--- src/rtl/cu_pkg.sv ---
// Shared encodings for the EC-1 control unit: state codes, opcodes and
// accumulator source selects as DataPath expects them.
package cu_pkg;

  localparam int unsigned STATE_W = 4;
  localparam int unsigned OP_W    = 3;
  localparam int unsigned ASEL_W  = 2;

  typedef enum logic [STATE_W-1:0] {
    S_START  = 4'b0000,
    S_FETCH  = 4'b0001,
    S_DECODE = 4'b0010,
    S_LOAD   = 4'b1000,
    S_STORE  = 4'b1001,
    S_ADD    = 4'b1010,
    S_SUB    = 4'b1011,
    S_INPUT  = 4'b1100,
    S_JZ     = 4'b1101,
    S_JPOS   = 4'b1110,
    S_HALT   = 4'b1111
  } state_e;

  localparam logic [OP_W-1:0] OP_LOAD  = 3'b000;
  localparam logic [OP_W-1:0] OP_STORE = 3'b001;
  localparam logic [OP_W-1:0] OP_ADD   = 3'b010;
  localparam logic [OP_W-1:0] OP_SUB   = 3'b011;
  localparam logic [OP_W-1:0] OP_INPUT = 3'b100;
  localparam logic [OP_W-1:0] OP_JZ    = 3'b101;
  localparam logic [OP_W-1:0] OP_JPOS  = 3'b110;
  localparam logic [OP_W-1:0] OP_HALT  = 3'b111;

  localparam logic [ASEL_W-1:0] ASEL_ALU = 2'd0;
  localparam logic [ASEL_W-1:0] ASEL_IN  = 2'd1;
  localparam logic [ASEL_W-1:0] ASEL_RAM = 2'd2;

  // Execute states sit at 1xxx with the opcode in the low three bits.
  function automatic state_e exec_state(input logic [OP_W-1:0] op);
    return state_e'({1'b1, op});
  endfunction

endpackage

--- src/rtl/edge_detect.sv ---
// Two-stage register on a level input; rise_c pulses for one cycle when the
// first stage is high and the second still low.
module edge_detect (
  input  logic clk,
  input  logic clear,
  input  logic level,
  output logic rise_c
);

  logic in_q, in_d;
  logic in_prev_q, in_prev_d;

  always_comb begin
    in_d      = level;
    in_prev_d = in_q;
  end

  always_ff @(posedge clk) begin
    if (clear) begin
      in_q      <= 1'b0;
      in_prev_q <= 1'b0;
    end else begin
      in_q      <= in_d;
      in_prev_q <= in_prev_d;
    end
  end

  assign rise_c = in_q & ~in_prev_q;

endmodule

--- src/rtl/control_unit.sv ---
// Fetch/decode/execute controller for the EC-1 DataPath. Controls decode from
// the registered state; only PCload in JZ/JPOS follows the flags directly.
module control_unit
  import cu_pkg::*;
(
  input  logic              clk,
  input  logic              clear,
  input  logic [OP_W-1:0]   IR75,
  input  logic              Aeq0,
  input  logic              Apos,
  input  logic              Enter,
  output logic              IRload,
  output logic              JMPmux,
  output logic              PCload,
  output logic              Meminst,
  output logic              MemWr,
  output logic [ASEL_W-1:0] Asel,
  output logic              Aload,
  output logic              Sub,
  output logic              Halt,
  output logic [STATE_W-1:0] state
);

  state_e state_q, state_d;
  logic   accept_c;

  // Operator Enter: only a fresh press counts, so a held key is ignored.
  edge_detect u_enter_edge (
    .clk    (clk),
    .clear  (clear),
    .level  (Enter),
    .rise_c (accept_c)
  );

  always_comb begin
    state_d = state_q;
    case (state_q)
      S_START:  state_d = S_FETCH;
      S_FETCH:  state_d = S_DECODE;
      S_DECODE: state_d = exec_state(IR75);
      S_INPUT:  if (accept_c) state_d = S_FETCH;
      S_HALT:   state_d = S_HALT;
      S_LOAD, S_STORE, S_ADD, S_SUB, S_JZ, S_JPOS: state_d = S_FETCH;
      default:  state_d = S_START;
    endcase
  end

  always_ff @(posedge clk) begin
    if (clear) state_q <= S_START;
    else       state_q <= state_d;
  end

  always_comb begin
    IRload  = 1'b0;
    JMPmux  = 1'b0;
    PCload  = 1'b0;
    Meminst = 1'b0;
    MemWr   = 1'b0;
    Asel    = ASEL_ALU;
    Aload   = 1'b0;
    Sub     = 1'b0;
    Halt    = 1'b0;
    case (state_q)
      S_FETCH: begin
        IRload = 1'b1;
        PCload = 1'b1;
      end
      S_DECODE: Meminst = 1'b1;
      S_LOAD: begin
        Meminst = 1'b1;
        Asel    = ASEL_RAM;
        Aload   = 1'b1;
      end
      S_STORE: begin
        Meminst = 1'b1;
        MemWr   = 1'b1;
      end
      S_ADD: begin
        Meminst = 1'b1;
        Asel    = ASEL_ALU;
        Aload   = 1'b1;
      end
      S_SUB: begin
        Meminst = 1'b1;
        Asel    = ASEL_ALU;
        Aload   = 1'b1;
        Sub     = 1'b1;
      end
      S_INPUT: begin
        Asel  = ASEL_IN;
        Aload = accept_c;
      end
      S_JZ: begin
        JMPmux = 1'b1;
        PCload = Aeq0;
      end
      S_JPOS: begin
        JMPmux = 1'b1;
        PCload = Apos;
      end
      S_HALT:  Halt = 1'b1;
      default: ;
    endcase
  end

  assign state = STATE_W'(state_q);

endmodule

--- config.mk ---
export PLATFORM = sky130hd
export DESIGN_NAME = control_unit
export DESIGN_NICKNAME = d
export VERILOG_FILES = /design/src/rtl/cu_pkg.sv /design/src/rtl/edge_detect.sv /design/src/rtl/control_unit.sv
export SDC_FILE = /design/constraint.sdc
export NUM_CORES = 1
export LEC_CHECK = 0
export CORE_AREA = 2 2 39 41
export CTS_CLUSTER_SIZE = 40
export DETAILED_ROUTE_END_ITERATION = 12
export DIE_AREA = 0 0 41 43
export DONT_BUFFER_PORTS = 1
export SLEW_MARGIN = 20
export SYNTH_ARGS = -nofsm -noshare
export SYNTH_HDL_FRONTEND = slang
export SYNTH_SLANG_ARGS = --single-unit
--- constraint.sdc ---
create_clock -name clk -period 1.5 [get_ports clk]
set_input_delay 0.15 -clock clk [delete_from_list [all_inputs] [get_ports clk]]
set_output_delay 0.15 -clock clk [all_outputs]
set_load 0.03 [all_outputs]
==> run metrics <==
Hold Path Class=input pin to flop; r2r endpoint=state[1]; DRC=0; # IOs=22; Worst Setup EP=PCload; DR iter-0 viols=12; Worst Skew=2.457 ps; fmax=0.6987 GHz; # diodes=0; synthesized area=419.2 sq um; Num Clock Sinks=6; Die Width=41 um; H-tree depth=1; Die Y-Extent=43 um; register area share after synthesis=28.66%; leakage power=0.2491 nW; Post-Layout Inst Area=559.3 sq um; CTS tree=yes; Overflow after GRT=0; final RePlAce weighted congestion=0.7980; CP Launch Point=state[0]; worst reg2reg setup slack=330 ps; first-pass GRT wire length=1.518 mm; Cells after Synth=48; RSZ-0062 raised after global routing=no; layout cells sized above 1=48.39%; core area=0.001384 sq mm; area post-placement=523.0 sq um; syn_nets=56; vias per std cell=5.179; Worst-path clk slew=50 ps; vias in the first global route=345; remaining antenna violation count=0; Worst EP arrival=1280 ps; Nets=72; critical path type=flop to output port; floorplan row count=14; startpoint types=flop; hpwl dp=723.5 um; routed via count=404; fin. max-slew vios=0; CTS max path bufs=2; buffer count from post-CTS setup fixing=0; WL final=997 um; Initial Util=30.29%; Post-Syn Area per Cell=8.732 sq um; Hold Vio Cnt, Final=0; FF-to-FF path depth=4; Worst Tran Pin Value=308.9 ps; worst path required time=1350 ps; worst skew pair latency=240 ps; status=completed; DR WL/cell=12.78 um; post-synthesis register bit count=6; filler cell count=151; initial antenna violation count=0; slew margin rel.=79.39%; largest net degree at the start of global routing=13; pre-CTS setup slack=193.9 ps; synth unique cells=24; Setup Viol. Count Final=0; RR Startpoint=state[0]; Worst Hold Path Cells=1; CTS Root Cell=clkbuf_4; Max Cap Violations=0; DIE AREA=0.001763 sq mm; Global Route Usage Sum=13.04%; Tot Pwr=0.4985 mW; fin crit period=1431 ps; setup slack after layout=68.85 ps; CTS Buf Count=3; CP max FO=6; Fin Hold WS=49.64 ps; Syn-to-layout area delta=33.43%; crit path capture type=output port; First-pass DRT Iterations=4; yosys warns=0; port bufs=0; Pwr per Cell Area=891.2 mW/mm^2; VDD IR max=0.3598 mV; period utilization=95.41%
logic make-up after synthesis:
group / after synthesis / share of synthesized area, %
AND/OR/NAND/NOR: 26 / 44.78
AO/OA/AOI/OAI: 9 / 14.03
buffers and inverters: 7 / 12.54
flip-flops: 6 / 28.66
where the power goes:
part / switching, mW / internal [mW] / leakage [nW] / total, mW
logic: 0.0981 / 0.0664 / 0.185 / 0.164
registers: 0.0156 / 0.173 / 0.0504 / 0.188
clock network: 0.0554 / 0.0903 / 0.0138 / 0.146
sequential cells by signal, indices dropped and copies added (netlist names):
name / flops
state: 4
u_enter_edge.in_prev_d: 1
u_enter_edge.in_prev_q: 1
synth_stat cells, drive strengths merged:
| library cell | number | share of area (%) |
|---|---|---|
| and4b | 1 | 2.4 |
| a21oi | 3 | 3.6 |
| o21ai | 3 | 3.6 |
| dfxtp | 6 | 29 |
| nor4bb | 1 | 2.4 |
| and3 | 2 | 3.0 |
| a31oi | 1 | 1.5 |
| and2 | 1 | 2.1 |
| and4bb | 1 | 3.9 |
| nand2 | 5 | 4.5 |
| nor2 | 4 | 7.5 |
| nand2b | 2 | 3.0 |
| a22oi | 1 | 1.8 |
| nand3 | 1 | 2.4 |
| inv | 3 | 2.7 |
| nor2b | 3 | 4.5 |
| or2b | 1 | 1.8 |
| and2b | 1 | 2.1 |
| nor3 | 1 | 1.2 |
| a311oi | 1 | 3.6 |
| nor4b | 2 | 4.2 |
| buf | 4 | 9.9 |
per-layer routing:
layer / global-route usage (%) / share of wire [%]
met3: 4.712 / 6.5
met5: 0 / 0
met4: 8.000 / 1.9
met1: 16.99 / 40
met2: 17.50 / 51
repair_timing:
item                                   4_1_cts  5_1_grt
resized for setup                            1        2
hold buffers                                 1        0
pin swaps                                    0        0
endpoints found under the hold margin        6        0
setup endpoints to repair                    3        3
worst max-delay path, cell delays in order (launching register included):
cell and delay [ps]:
dfxtp_2 370, and2b_2 260, a22oi_1 170, o21ai_2 70
buf_4 160
placed cells by master (no fill, tap or decap), types with 2 or more instances in the layout:
master	instances
and3_1	2
dfxtp_2	3
nor2_1	3
nand2b_1	2
a21oi_1	2
clkbuf_4	3
dfxtp_1	3
buf_4	14
nor2b_1	3
o21ai_0	2
nand2_1	5
inv_1	3
area by class of cell:
cell class                      instances  area (sq um)  share of cell area [%]
Clock buffer                            3         22.52                   4.027
Tap cell                               16         20.02                   3.579
Multi-Input combinational cell         35         266.5                   47.65
Inverter                                3         11.26                   2.013
Timing Repair Buffer                   15         115.1                   20.58
Sequential cell                         6         123.9                   22.15
per-stage QoR:
step / std cells / setup TNS [ps] / utilization, %
2_1_floorplan: 48 / -66.33 / -
3_3_place_gp: 74 / 0 / 37.79
3_5_place_dp: 74 / 0 / 37.79
4_1_cts: 78 / 0 / 40.24
5_1_grt: 78 / 0 / 40.42
6_report: 78 / 0 / 40.42
worst min path at each step:
stage / slack (ps) / startpoint / endpoint
floorplan: 220 / clear / state[1]
global placement: 220 / clear / state[1]
detailed placement: 220 / clear / state[1]
CTS: 60 / Enter / u_enter_edge.in_prev_d
global route: 70 / Enter / u_enter_edge.in_prev_d
finish: 50 / Enter / u_enter_edge.in_prev_d
No activity file was read; power rests on OpenSTA's default activity.
